$ cat src/rtl/gcd_lcm_pkg.sv
// Shared types and constants for the GCD/LCM sequencer that drives the external coprocessor ALU.
// Holds the FSM state encoding, ALU opcodes and mode values.
package gcd_lcm_pkg;

    typedef enum logic [2:0] {
        IDLE = 3'd0,
        CHK  = 3'd1,
        CMP  = 3'd2,
        LT   = 3'd3,
        UPD  = 3'd4,
        DONE = 3'd5
    } state_t;

    localparam logic [2:0] ALU_ADD = 3'b000;
    localparam logic [2:0] ALU_SUB = 3'b001;
    localparam logic [2:0] ALU_SLT = 3'b101;

    localparam logic MODE_GCD = 1'b0;
    localparam logic MODE_LCM = 1'b1;

    localparam int ALU_W = 32;

    // States in which an operation is in flight and new commands are refused.
    function automatic logic is_busy_state(input state_t s);
        case (s)
            CHK, CMP, LT, UPD: return 1'b1;
            default:           return 1'b0;
        endcase
    endfunction

endpackage

$ cat src/rtl/gcd_lcm_seq.sv
// Iterative GCD (repeated subtraction) / LCM (repeated addition) sequencer driving a sibling ALU.
// Optional macro GCD_LCM_ITER_CNT_EN exposes the final iteration count on port iter_cnt.
module gcd_lcm_seq
    import gcd_lcm_pkg::*;
#(
    parameter int WIDTH    = 32,
    parameter int MAX_ITER = 65535
) (
    input  logic             clk,
    input  logic             reset,
    input  logic             start,
    input  logic             mode,
    input  logic [WIDTH-1:0] opa,
    input  logic [WIDTH-1:0] opb,
    output logic             busy,
    output logic             done,
    output logic             err,
    output logic [WIDTH-1:0] result,
    output logic [ALU_W-1:0] alu_a,
    output logic [ALU_W-1:0] alu_b,
    output logic [2:0]       alu_op,
    input  logic [ALU_W-1:0] alu_y,
    input  logic             alu_z
`ifdef GCD_LCM_ITER_CNT_EN
    ,
    output logic [15:0]      iter_cnt
`endif
);

    localparam int ITER_W = $clog2(MAX_ITER + 1);

    state_t              r_state;
    state_t              w_state_nxt;
    logic [WIDTH-1:0]    r_x, r_y, r_a0, r_b0, r_result;
    logic [WIDTH-1:0]    w_x_nxt, w_y_nxt, w_a0_nxt, w_b0_nxt, w_result_nxt;
    logic                r_mode, r_lt, r_busy, r_done, r_err;
    logic                w_mode_nxt, w_lt_nxt, w_done_nxt, w_err_nxt;
    logic [ITER_W-1:0]   r_iter;
    logic [ITER_W-1:0]   w_iter_nxt;
    logic [ALU_W-1:0]    w_alu_a, w_alu_b;
    logic [2:0]          w_alu_op;
    logic [WIDTH-1:0]    w_alu_res;

    assign w_alu_res = WIDTH'(alu_y);

    // State register.
    always_ff @(posedge clk) begin
        if (reset) begin
            r_state <= IDLE;
        end else begin
            r_state <= w_state_nxt;
        end
    end

    // Next-state, datapath next values and ALU drive.
    always_comb begin
        w_state_nxt  = r_state;
        w_x_nxt      = r_x;
        w_y_nxt      = r_y;
        w_a0_nxt     = r_a0;
        w_b0_nxt     = r_b0;
        w_mode_nxt   = r_mode;
        w_lt_nxt     = r_lt;
        w_iter_nxt   = r_iter;
        w_done_nxt   = r_done;
        w_err_nxt    = r_err;
        w_result_nxt = r_result;
        w_alu_a      = {ALU_W{1'b0}};
        w_alu_b      = {ALU_W{1'b0}};
        w_alu_op     = ALU_SUB;

        case (r_state)
            IDLE, DONE: begin
                if (start) begin
                    w_x_nxt     = opa;
                    w_a0_nxt    = opa;
                    w_y_nxt     = opb;
                    w_b0_nxt    = opb;
                    w_mode_nxt  = mode;
                    w_done_nxt  = 1'b0;
                    w_err_nxt   = 1'b0;
                    w_iter_nxt  = {ITER_W{1'b0}};
                    w_state_nxt = CHK;
                end else begin
                    w_state_nxt = r_state;
                end
            end

            CHK: begin
                if ((r_a0 == {WIDTH{1'b0}}) || (r_b0 == {WIDTH{1'b0}})) begin
                    w_result_nxt = (r_mode == MODE_GCD) ? (r_a0 | r_b0) : {WIDTH{1'b0}};
                    w_err_nxt    = 1'b0;
                    w_done_nxt   = 1'b1;
                    w_state_nxt  = DONE;
                end else begin
                    w_state_nxt  = CMP;
                end
            end

            CMP: begin
                w_alu_a  = ALU_W'(r_x);
                w_alu_b  = ALU_W'(r_y);
                w_alu_op = ALU_SUB;
                if (alu_z) begin
                    w_result_nxt = r_x;
                    w_done_nxt   = 1'b1;
                    w_state_nxt  = DONE;
                end else begin
                    w_state_nxt  = LT;
                end
            end

            LT: begin
                w_alu_a     = ALU_W'(r_x);
                w_alu_b     = ALU_W'(r_y);
                w_alu_op    = ALU_SLT;
                w_lt_nxt    = alu_y[0];
                w_state_nxt = UPD;
            end

            UPD: begin
                // GCD subtracts smaller from larger; LCM advances the smaller running multiple.
                if (r_mode == MODE_GCD) begin
                    w_alu_op = ALU_SUB;
                    if (r_lt) begin
                        w_alu_a = ALU_W'(r_y);
                        w_alu_b = ALU_W'(r_x);
                    end else begin
                        w_alu_a = ALU_W'(r_x);
                        w_alu_b = ALU_W'(r_y);
                    end
                end else begin
                    w_alu_op = ALU_ADD;
                    if (r_lt) begin
                        w_alu_a = ALU_W'(r_x);
                        w_alu_b = ALU_W'(r_a0);
                    end else begin
                        w_alu_a = ALU_W'(r_y);
                        w_alu_b = ALU_W'(r_b0);
                    end
                end

                if (r_iter == ITER_W'(MAX_ITER)) begin
                    w_err_nxt    = 1'b1;
                    w_result_nxt = {WIDTH{1'b0}};
                    w_done_nxt   = 1'b1;
                    w_state_nxt  = DONE;
                end else if ((r_mode == MODE_LCM) && (alu_y < w_alu_a)) begin
                    w_iter_nxt   = r_iter + ITER_W'(1'b1);
                    w_err_nxt    = 1'b1;
                    w_result_nxt = {WIDTH{1'b0}};
                    w_done_nxt   = 1'b1;
                    w_state_nxt  = DONE;
                end else begin
                    w_iter_nxt  = r_iter + ITER_W'(1'b1);
                    w_state_nxt = CMP;
                    if ((r_mode == MODE_GCD) != r_lt) begin
                        w_x_nxt = w_alu_res;
                    end else begin
                        w_y_nxt = w_alu_res;
                    end
                end
            end

            default: begin
                w_state_nxt = IDLE;
            end
        endcase
    end

    // Datapath and status registers.
    always_ff @(posedge clk) begin
        if (reset) begin
            r_x      <= {WIDTH{1'b0}};
            r_y      <= {WIDTH{1'b0}};
            r_a0     <= {WIDTH{1'b0}};
            r_b0     <= {WIDTH{1'b0}};
            r_result <= {WIDTH{1'b0}};
            r_mode   <= MODE_GCD;
            r_lt     <= 1'b0;
            r_iter   <= {ITER_W{1'b0}};
            r_busy   <= 1'b0;
            r_done   <= 1'b0;
            r_err    <= 1'b0;
        end else begin
            r_x      <= w_x_nxt;
            r_y      <= w_y_nxt;
            r_a0     <= w_a0_nxt;
            r_b0     <= w_b0_nxt;
            r_result <= w_result_nxt;
            r_mode   <= w_mode_nxt;
            r_lt     <= w_lt_nxt;
            r_iter   <= w_iter_nxt;
            r_busy   <= is_busy_state(w_state_nxt);
            r_done   <= w_done_nxt;
            r_err    <= w_err_nxt;
        end
    end

    assign busy   = r_busy;
    assign done   = r_done;
    assign err    = r_err;
    assign result = r_result;
    assign alu_a  = w_alu_a;
    assign alu_b  = w_alu_b;
    assign alu_op = w_alu_op;

`ifdef GCD_LCM_ITER_CNT_EN
    assign iter_cnt = 16'(r_iter);
`endif

endmodule
$ cat config.mk
export PLATFORM = sky130hd
export DESIGN_NAME = gcd_lcm_seq
export DESIGN_NICKNAME = d
export VERILOG_FILES = /design/src/rtl/gcd_lcm_pkg.sv /design/src/rtl/gcd_lcm_seq.sv
export SDC_FILE = /design/constraint.sdc
export NUM_CORES = 1
export LEC_CHECK = 0
export ABC_AREA = 1
export ABC_CLOCK_PERIOD_IN_PS = 3700
export CORE_MARGIN = 5
export CORE_UTILIZATION = 50
export CTS_CLUSTER_DIAMETER = 120
export DETAILED_ROUTE_END_ITERATION = 10
export PLACE_DENSITY = 0.81
export SLEW_MARGIN = 5
export SYNTH_ARGS = -nofsm -noshare
export SYNTH_HDL_FRONTEND = slang
export SYNTH_SLANG_ARGS = --single-unit
$ cat constraint.sdc
create_clock -name clk -period 3.7 [get_ports clk]
set_input_delay 0.555 -clock clk [delete_from_list [all_inputs] [get_ports clk]]
set_output_delay 0.555 -clock clk [all_outputs]
set_load 0.03 [all_outputs]
==> metrics.md <==
| Metric | Value |
|---|---|
| Synthesis-to-layout area growth | 24.1% |
| Longest Clk Path Bufs | 2 |
| CTS root buffer | sky130_fd_sc_hd__clkbuf_16 |
| Worst Hold Path Cells | 2 |
| Reg-to-reg critical path startpoint | r_mode |
| Number of remaining DRC errors | 0 |
| Die outline area | 0.0250 sq mm |
| Worst hold path startpoint | done |
| Post-synthesis instance area | 0.0110 sq mm |
| Non-filler cells, final | 2,191 |
| Gates resized, CTS repair | 0 |
| Unique masters post-synth | 38 |
| Leakage Power | 6.21 nW |
| Worst-case headroom to the max-slew limit | 22.5% |
| Per-cell routed wire length | 17.5 um |
| Maximum ir drop on the vdd rail | 0.000331 V |
| Top cell type's share of synthesized area | 33.6% |
| Final Hold Fails | 0 |
| Final sum of negative setup slack | 0 ns |
| Via count of the first global-routing pass | 11,500 |
| Number of synthesized flops with an enable pin | 0 |
| Cell mode on critical path | sky130_fd_sc_hd__nand2_1 |
| Share of synthesized area occupied by flip-flops and latches | 33.6% |
| Largest net degree at the start of global routing | 101 |
| TritonCTS Buffers | 17 |
| DRT Pass-1 Iters | 6 |
| Initial DRC count | 1,450 |
| HPWL reported at the end of detailed placement | 25,900 um |
| Top Ports | 203 |
| Hold crit path type | flop to flop |
| Leading register cell type out of synthesis | sky130_fd_sc_hd__dfxtp_1 |
| Number of sinks handled by clock tree synthesis | 184 |
| Register-to-register setup slack | 0.35 ns |
| Hold Path End | done |
| Most frequent standard cell in the layout excluding fill and tap cells | sky130_fd_sc_hd__nand2_1 |
| Placed instance count | 2,159 |
| Max Transition Viols Final | 0 |
| Post-layout worst setup margin | 0.355 ns |
| CP endpoint kind | flop |
| Maximum fanout count along the critical path | 26 |
| Number of antenna violations at the first check in global routing | 0 |
| Number of nets in the layout | 2,031 |
| Final wirelength | 38,200 um |
| Clock skew | 0.0154 ns |
| Post-Synthesis Cells | 1,772 |
| Chip width | 158 um |
| Data required time of the worst path | 4.03 ns |
| Worst setup SP type | flop |
| RSZ-0062 raised after global routing | false |
| Worst setup path category | flop to flop |
| Reg2reg end | result[9] |
| Vias | 12,700 |
| Fmax | 299 MHz |
| First-pass GRT wire length | 59,800 um |
| Final Wtd Congestion | 0.989 |
| Clock edge transition at the registers on the reported setup and hold paths | 0.08 ns |
| Final critical path time including I/O delays and setup | 3.35 ns |
| Fraction of layout instances using a drive strength above 1 | 6.91% |
| Worst slack after detailed placement | 0.519 ns |
| Average footprint of a synthesized cell | 6.18 sq um |
| Final setup fails | 0 |
| DIE HEIGHT | 158 um |
| DR vias/cell | 5.80 |
| Number of antenna diodes | 0 |
| Number of I/O port buffers | 201 |
| Share of synthesized registers carrying an async set or reset | 0% |
| Area leader, netlist | sky130_fd_sc_hd__dfxtp_1 |
| Fill count | 1,942 |
| CTS H-Tree Depth | 4 |
| Antenna Nets Post-Route | 0 |
| Commonest cells after routing, fill and taps aside | 382 x sky130_fd_sc_hd__nand2_1, 315 x sky130_fd_sc_hd__nor2_1, 269 x sky130_fd_sc_hd__o21ai_0, 183 x sky130_fd_sc_hd__dfxtp_1, 155 x sky130_fd_sc_hd__inv_1 |
| Synth warnings | 0 |
| Effective utilization at floorplan | 50.5% |
| Number of register bits inferred by synthesis | 184 |
| Total overflow reported by the global router | 0 |
| Max-cap violation count | 0 |
| Biggest area contributors in the synthesized netlist | sky130_fd_sc_hd__dfxtp_1 34%, sky130_fd_sc_hd__nand2_1 13%, sky130_fd_sc_hd__o21ai_0 12% |
| Arrival time worst endpoint | 3.68 ns |
| Clock tree from TritonCTS | done |
| Placement row count | 54 |
| Worst path slowest cell | sky130_fd_sc_hd__nor3_1 |
| Syn Nets | 1,905 |
| Worst Max-Slew Pin Slew | 1.16 ns |
| Worst-skew pair later-pin latency | 0.44 ns |
| Number of buffers inserted by post-CTS setup repair | 0 |
| Hold_buf cts | 0 |
| Crit path largest cell delay | 0.42 ns |
| Chain of cells forming the critical path | nand2_1 > nand2_2 > buf_4 > o21ai_0 > ha_1 > nand4_1 > nor3_1 > nand2_1 > nor3_1 > nand2_1 > nand2_2 > nand3_2 > nand3b_1 > buf_4 > nand2_1 > nand2_1 > nor2_1 |
| Pwr Density | 559 mW/mm^2 |
| Core area | 0.0217 sq mm |
| Global router's overall resource usage | 29.7% |
| Outcome | finished, final reports clean |
| Number of cells on the worst reg-to-reg path | 17 |
| Fraction of the cycle the final worst path needs | 90.4% |
==> critical path, delay by kind of cell (launching register included) <==
family          cells  cell delay (ns)
buf+inv             2             0.56
flops               1             0.41
fa+ha+maj           1             0.33
compound gates      1             0.15
simple gates       13             1.78
==> logic make-up after synthesis <==
kind of cell	Yosys count	share of synthesized area [%]
buf+inv	285	10.5
simple gates	801	29.4
compound gates	469	22.8
other cells	1	0.0342
flops	184	33.6
fa+ha+maj	32	3.65
==> report_power, final <==
part / switching, mW / leakage [nW] / total, mW / internal, mW
registers: 0.288 / 1.52 / 2.64 / 2.35
clock network: 0.898 / 0.272 / 1.81 / 0.909
logic: 2.02 / 4.42 / 3.15 / 1.14
total: 3.20 / 6.21 / 7.60 / 4.40
==> flip-flops by register name, summed over array words and instances, names as in the netlist, 3 cells and up <==
| name | flops |
|---|---|
| r_y | 32 |
| r_iter | 16 |
| r_x | 32 |
| r_b0 | 32 |
| r_a0 | 32 |
| result | 32 |
| r_state | 3 |
==> per-stage QoR <==
| stage | util, % | power, mW | area [sq um] | hold slack [ns] |
|---|---|---|---|---|
| detailed placement | 60.0 | 5.75 | 13000 | 0.444 |
| floorplan | - | 4.72 | 11000 | 0.444 |
| global route | 62.7 | 8.04 | 13600 | 0.476 |
| global placement | 60.0 | 5.68 | 13000 | 0.443 |
| CTS | 62.7 | 7.54 | 13600 | 0.456 |
| finish | 62.7 | 7.60 | 13600 | 0.453 |
==> cells in the mapped netlist, drive strengths merged (2+ instances only) <==
library cell and count:
nand2 389, nor2 317, o21ai 270, dfxtp 184, inv 164, o22ai 95, a21oi 93, clkbuf 87
nand3 50, buf 34, ha 32, nor4 16, nor3 14, nand4 10, a211oi 6, nand3b 2
==> layout make-up <==
type	instances	area, sq um	area share [%]
timing repair buffer	228	2240	16.5
clock inverter	14	134	0.985
multi-input combinational	1303	6130	45.1
inverter	164	622	4.57
tap	280	350	2.58
clock buffer	18	439	3.23
sequential	184	3680	27.1
==> layer usage <==
metal,global-route usage (%),part of all wire (%)
met4,10.9,2.9
met2,47.1,46
met5,0,0
met1,40.1,41
met3,6.18,11
==> worst max path at each step <==
stage                start    endpoint  slack, ns
floorplan           r_mode  result[10]       0.90
global placement    r_mode   result[5]       0.59
detailed placement  r_mode   result[0]       0.52
CTS                 r_mode  result[11]       0.49
global route        r_mode   result[2]       0.12
finish              r_mode   result[9]       0.35
Power figures use the tool's default switching activity.
